`config.mk`:
```
export PLATFORM = sky130hd
export DESIGN_NAME = win_screen_ctrl
export DESIGN_NICKNAME = d
export VERILOG_FILES = /design/src/rtl/win_screen_ctrl.sv
export SDC_FILE = /design/constraint.sdc
export NUM_CORES = 1
export LEC_CHECK = 0
export BUFFER_PORTS_ARGS = -buffer_cell sky130_fd_sc_hd__buf_2
export CORE_MARGIN = 2
export CORE_UTILIZATION = 45
export CTS_BUF_LIST = sky130_fd_sc_hd__clkbuf_16
export DETAILED_ROUTE_END_ITERATION = 6
export GPL_TIMING_DRIVEN = 0
export MAX_ROUTING_LAYER = met4
export SLEW_MARGIN = 20
export SYNTH_ARGS = -nofsm -noshare
export SYNTH_HDL_FRONTEND = slang
export SYNTH_SLANG_ARGS = --single-unit
```
`constraint.sdc`:
```
create_clock -name clk -period 2.5 [get_ports clk]
set_input_delay 0.5 -clock clk [delete_from_list [all_inputs] [get_ports clk]]
set_output_delay 0.5 -clock clk [all_outputs]
set_load 0.01 [all_outputs]
```
`src/rtl/win_screen_ctrl.sv`:
```
// win_screen_ctrl: latches the game result and sequences the blinking win screen.
// Define WIN_SCREEN_AUTO_EXIT_EN to leave WAIT_BTN after HOLD_FRAMES ticks with no press.
module win_screen_ctrl #(
  parameter int HOLD_FRAMES  = 300,
  parameter int BLINK_FRAMES = 30
) (
  input  logic       clk,
  input  logic       rst_n,
  input  logic       frame_tick,
  input  logic       game_over,
  input  logic [1:0] winner,
  input  logic       btn_continue,
  output logic [2:0] player,
  output logic       win_active,
  output logic       win_visible,
  output logic       back_to_menu
);
  localparam int W = $clog2(HOLD_FRAMES + 1);
  localparam logic [W-1:0] HOLD  = W'(HOLD_FRAMES);
  localparam logic [W-1:0] BLINK = W'(BLINK_FRAMES);
  typedef enum logic [2:0] {IDLE, ARM, SHOW, WAIT_BTN, EXIT} state_t;
  state_t state, state_d;
  logic [W-1:0] frame_cnt, frame_d, frame_inc, blink_cnt, blink_d, blink_inc;
  logic [1:0] pend, pend_d;
  logic [2:0] player_d;
  logic btn_q, btn_edge, hold_hit, vis_d;
  assign frame_inc = (frame_cnt == '1) ? frame_cnt : frame_cnt + W'(1);
  assign blink_inc = (blink_cnt == '1) ? blink_cnt : blink_cnt + W'(1);
  assign btn_edge  = btn_continue & ~btn_q;
  assign hold_hit  = frame_tick && (frame_inc == HOLD);
  always_ff @(posedge clk or negedge rst_n)
    if (!rst_n) state <= IDLE;
    else        state <= state_d;
  always_comb begin
    state_d = state;
    case (state)
      IDLE:     state_d = (game_over && winner != 2'd0) ? ARM : IDLE;
      ARM:      state_d = frame_tick ? SHOW : ARM;
      SHOW:     state_d = hold_hit ? WAIT_BTN : SHOW;
`ifdef WIN_SCREEN_AUTO_EXIT_EN
      WAIT_BTN: state_d = (btn_edge || hold_hit) ? EXIT : WAIT_BTN;
`else
      WAIT_BTN: state_d = btn_edge ? EXIT : WAIT_BTN;
`endif
      EXIT:     state_d = IDLE;
      default:  state_d = IDLE;
    endcase
  end
  always_comb begin
    frame_d  = frame_cnt;
    blink_d  = blink_cnt;
    vis_d    = win_visible;
    player_d = player;
    pend_d   = pend;
    if (state == IDLE && game_over && winner != 2'd0) pend_d = winner;
    if (state == ARM && frame_tick) begin
      player_d = (pend == 2'd2) ? 3'b010 : (pend == 2'd3) ? 3'b100 : 3'b001;
      vis_d    = 1'b1;
      frame_d  = '0;
      blink_d  = '0;
    end
    if (state == SHOW && frame_tick) begin
      frame_d = frame_inc;
      blink_d = (blink_inc == BLINK) ? '0 : blink_inc;
      vis_d   = (blink_inc == BLINK) ? ~win_visible : win_visible;
      // end of hold: show steadily and restart the frame count for the wait phase
      if (hold_hit) begin
        vis_d   = 1'b1;
        frame_d = '0;
      end
    end
    if (state == WAIT_BTN) begin
      vis_d = 1'b1;
`ifdef WIN_SCREEN_AUTO_EXIT_EN
      if (frame_tick) frame_d = frame_inc;
`endif
    end
    if (state == EXIT) vis_d = 1'b0;
  end
  always_ff @(posedge clk or negedge rst_n)
    if (!rst_n) begin
      player       <= 3'b001;
      win_active   <= 1'b0;
      win_visible  <= 1'b0;
      back_to_menu <= 1'b0;
      frame_cnt    <= '0;
      blink_cnt    <= '0;
      pend         <= 2'd0;
      btn_q        <= 1'b0;
    end else begin
      player       <= player_d;
      win_active   <= state_d != IDLE;
      win_visible  <= vis_d;
      back_to_menu <= state_d == EXIT;
      frame_cnt    <= frame_d;
      blink_cnt    <= blink_d;
      pend         <= pend_d;
      btn_q        <= btn_continue;
    end
endmodule

```
# After elaboration in Yosys (flattened, before gate mapping)
# Cells that the tools add are included.
[word_totals]
register_bits = 30
input_bits = 7
out_inout_bits = 6
[op_classes]
add_sub_neg = 2
eq_ne = 12
muxes = 20
n_bitwise = 3
n_reduce_logical = 12
[op_table]
columns = ["operator", "count"]
rows = [
  ["two-way mux 9 bit", 7],
  ["equality test 9 bit (second input constant)", 3],
  ["adder 9 x 1 -> 9 bit (second input constant)", 2],
  ["case mux 3 bit (4 select lines)", 1],
  ["equality test 9 x 5 -> 1 bit (second input constant)", 1],
  ["two-way mux 3 bit", 3],
  ["two-way mux 1 bit", 8],
  ["equality test 3 x 2 -> 1 bit (second input constant)", 2],
  ["equality test 3 bit (second input constant)", 2],
  ["logical AND 1 bit", 6],
  ["!= test 5 x 2 -> 1 bit (second input constant)", 1],
  ["equality test 2 bit (second input constant)", 2],
  ["nonzero test 2 bit", 2],
  ["nonzero test 4 bit", 1],
  ["equality test 3 x 1 -> 1 bit (second input constant)", 1],
  ["logical NOT 3 bit", 1],
  ["nonzero test 3 bit", 1],
  ["two-way mux 2 bit", 1],
  ["NOT 1 bit", 2],
  ["AND reduction 2 bit", 1],
  ["AND 1 bit", 1],
]

# Logic depth before layout (Yosys ltp)
[depth]
depth_word = 8
mapped_depth = 7

# Worst setup path before layout
# Ideal clock, no wire load.
[synth_timing]
path_kind = "register -> register"
start = "register blink_cnt[0]"
end = "register win_visible"
setup_time_ns = 0.124
arrival_ns = 1.879
required_time_ns = 2.376
setup_slack_ns = 0.497
path_stages_with_launch = 8
n_path_buf = 1
period_less_slack_ns = 2.003
path_cell_list = "dfrtp_1 > ha_1 > buf_4 > nand4_1 > o32ai_4 > o211ai_4 > a31o_1 > a211o_1"
[synth_via]
elab_chain_cells = 5
word_cells_on_any_way = 6
cone_classes = "1 x add/sub; 3 x eq/ne; 1 x mux; 1 x reduce/logical"
[synth_lines]
columns = ["item", "line", "rtl"]
rows = [
  ["start: declaration", "23", "logic [W-1:0] frame_cnt, frame_d, frame_inc, blink_cnt, blink_d, blink_inc;"],
  ["start signal: assignment", "96", "blink_cnt <= blink_d;"],
  ["adder 9 x 1 -> 9 bit or equality test 9 bit (tied branches)", "28", "assign blink_inc = (blink_cnt == '1) ? blink_cnt : blink_cnt + W'(1);"],
  ["two-way mux 9 bit (*)", "28", ""],
  ["equality test 9 x 5 -> 1 bit (*)", "65", "vis_d = (blink_inc == BLINK) ? ~win_visible : win_visible;"],
  ["!= test 5 x 2 -> 1 bit (no line) (*)", "-", ""],
  ["AND reduction 2 bit (no line) (*)", "-", ""],
  ["end signal: assignment", "93", "win_visible <= vis_d;"],
  ["end: declaration", "15", "output logic win_visible,"],
]
# Every way passes the cells marked *; elsewhere a longest branch is shown, timed or not.
# A chain may end at the register's enable or synchronous reset.

# Final worst setup path
# Ends and elaborated chain as after synthesis.

==> metrics.txt <==
Crit. End Element flop; Die Ht 67.5 um; Pre-antenna DRT Iters 4; Internal 1260 uW; Data required, critical path 2.66 ns; Hold Crit Class input pin to async pin; fraction of layout cells with a size suffix above 1 around 17%; RSZ-0062 raised after global routing no; P_leak about 0.00084 uW; top cells by count, synth dfrtp_1 (29), nand2_1 (18), nor2_1 (14), o21ai_0 (14); worst-case clock buffer depth 2; Startpoint Class flop; Synth Warn # 0; Setup Viol. Count Final 0; XOR/XNOR Fraction of Synth Area less than 1%; Via density roughly 6.0; Reg power frac between 30% and 40%; cts repair resizes 0; Synth Area in Compound Gates between 20% and 30%; asr flop ratio synth 100%; Slew Viols, Final 0; clk sinks 30; largest family of logic cells by synthesized area simple AND/OR/NAND/NOR gates; top-count cell post-synth dfrtp_1; Hold Buf Count CTS 0; I/O pin total 13; crit path max fanout 9; GP Congestion approximately 0.85; postcts setup bufs 0; Num CTS Buffers 5; Post-Syn Area per Cell 9.41 um2; setup TNS 0 ns; DP HPWL a little under 3000 um; FP Rows 23; Root Driver clkbuf_16; final core utilization roughly 53%; syn nets ~200; FMAX 0.447 GHz; Period Utilization, post-route 89.5%; leading area contributor after synthesis dfrtp_1; VDD IR max 0.000483 V; Initial Util 46.0%; Port Buffers 12; Worst slew margin between 50 and 60%; Die Wd between 60 and 70 um; switching portion of total power about 35%; Post-Synth Simple-Gate Area between 20% and 30%; Setup CP Type flop to flop; minimum clock period between 2 and 2.5 ns; area grow syn2layout 14.3%; H-tree depth 2; Core Area around 3900 um2; Synth top area share around 40%; Post-Syn Instances a little under 200; sequential fraction of the synthesis area 41.4%; Primary FF master, synth dfrtp_1; CTS clk-pin slew, worst paths approximately 0.050 ns; number of library cell types mapped by synthesis 54; mux share of post-synthesis cell area 2.34%; P_sw approximately 700 uW; first-pass GRT wire length ~6800 um; ranking of synthesized cells by area dfrtp_1 (40%), o21ai_0 (3.9%), nand2_1 (3.7%); Hold Fails Final Rpt 0; clock power share between 20 and 30%; Post-Synth Adder-Cell Area between 1 and 1.5%; antenna violations before repair 0; GRT Overall Usage about a fifth; number of global-route vias before repair about 1500; Clock Skews about 0.0039 ns; CTS tree done; total power draw between 1500 and 2000 uW; drt drc 0; Worst Max-Slew Pin Slew ~0.67 ns; die area approximately 4600 um2; final wirelength between 3000 and 4000 um; Comb power frac between 30% and 40%; DR WL/cell 15.1 um; Max-cap violations 0; clk_lat worst skew between 0.2 and 0.3 ns; outcome complete, no violations; number of diodes 0; PD cells 942 nW/um2; NumNets Final roughly 220; Worst Path Arrival 2.40 ns; largest net degree at the start of global routing 31; ANT nets after route 0; via count about 1600; synthesized area 1820 um2; #FFs+latches synth 30; grt ovf 0; starting DRC count in detailed routing 120; Post-synth EDFFs 0
[layout by cell type, fill, tap and decap left out, types with 2 or more instances in the layout]
master,synthesis,routed
nand2_1,18,18
a41oi_1,4,4
mux2_2,2,2
nand3b_1,2,2
clkbuf_16,0,5
clkbuf_1,3,3
o21a_1,2,2
ha_1,2,2
nand4b_1,2,2
a31oi_1,9,9
nor3_1,6,6
nand3_1,7,7
and2_1,2,2
nand2b_1,4,4
buf_2,2,14
a21oi_1,6,6
o22ai_1,3,3
a32o_1,2,2
buf_6,3,3
inv_1,9,10
nand4bb_1,2,2
o21ai_0,14,14
nand4_1,6,6
mux2i_1,2,2
and4_1,4,4
nor2_1,14,14
buf_4,2,2
dfrtp_1,29,29
xnor2_1,2,2
a211oi_1,3,3
and3_1,3,3
[final timing paths]
path                         startpoint            to  slack, ns  cells after the start
max                        blink_cnt[0]   win_visible       0.26                      7
min in group clk           btn_continue         btn_q       0.34                      1
min                               rst_n  blink_cnt[1]       0.26                      1
min reg2reg                   player[2]     player[2]       0.48                      2
max reg2reg                blink_cnt[0]   win_visible       0.26                      7
max in group asynchronous         rst_n  frame_cnt[0]       1.81                      1
[power groups by stage]
stage,Clock [uW],Combinational [uW],Sequential [uW]
after floorplan,0,503,707
after global placement,0,675,704
after detailed placement,0,694,709
after CTS,568,697,702
after global routing,595,788,718
final,562,694,701
[routing by layer]
layer / GRT usage, % / vias up / routed length [um]
met5: - / - / 0
met4: 7.91 / 0 / 76
met3: 6.17 / 7 / 211
met2: 33.2 / 38 / 1870
met1: 24.4 / 766 / 1820
li1: - / 767 / -
[through the flow]
stage	hold slack [ns]	instances	setup slack [ns]	area, um2
3_5_place_dp	0.482	255	0.293	1940
6_report	0.262	263	0.262	2080
2_1_floorplan	0.204	193	0.497	1820
5_1_grt	0.316	263	0.154	2080
4_1_cts	0.286	263	0.276	2080
3_3_place_gp	0.467	255	0.284	1940
[state kept, by name (all words and copies together) (netlist names)]
register and cells:
back_to_menu 1, state 3, btn_q 1, win_active 1, frame_cnt 9, pend 2, blink_cnt 9, player 3
win_visible 1
[logic make-up (layout without fill, tap and decap cells)]
family	Yosys count	after routing
compound gates	55	55
buf+inv	20	40
mux	4	4
flops	30	30
simple gates	80	80
fa+ha+maj	2	2
xor+xnor	2	2
[area by class of cell]
cell class                 count  area (um2)
fill                         355        1870
multi-input combinational    143         955
sequential                    30         752
clock buffer                   5         125
buffer                        11        75.1
tap                           50        62.6
timing repair buffer          12        60.1
inverter                       9        33.8
clock inverter                 3        12.5
[worst max-delay path, cell delays in order, from the launching register on]
cell      delay (ns)
dfrtp_1         0.44
ha_1            0.18
buf_4           0.14
nand4_1         0.24
o32ai_4         0.40
o211ai_4        0.19
a31o_1          0.25
a211o_1         0.28
Note: power is estimated with default switching activity, not from simulation.
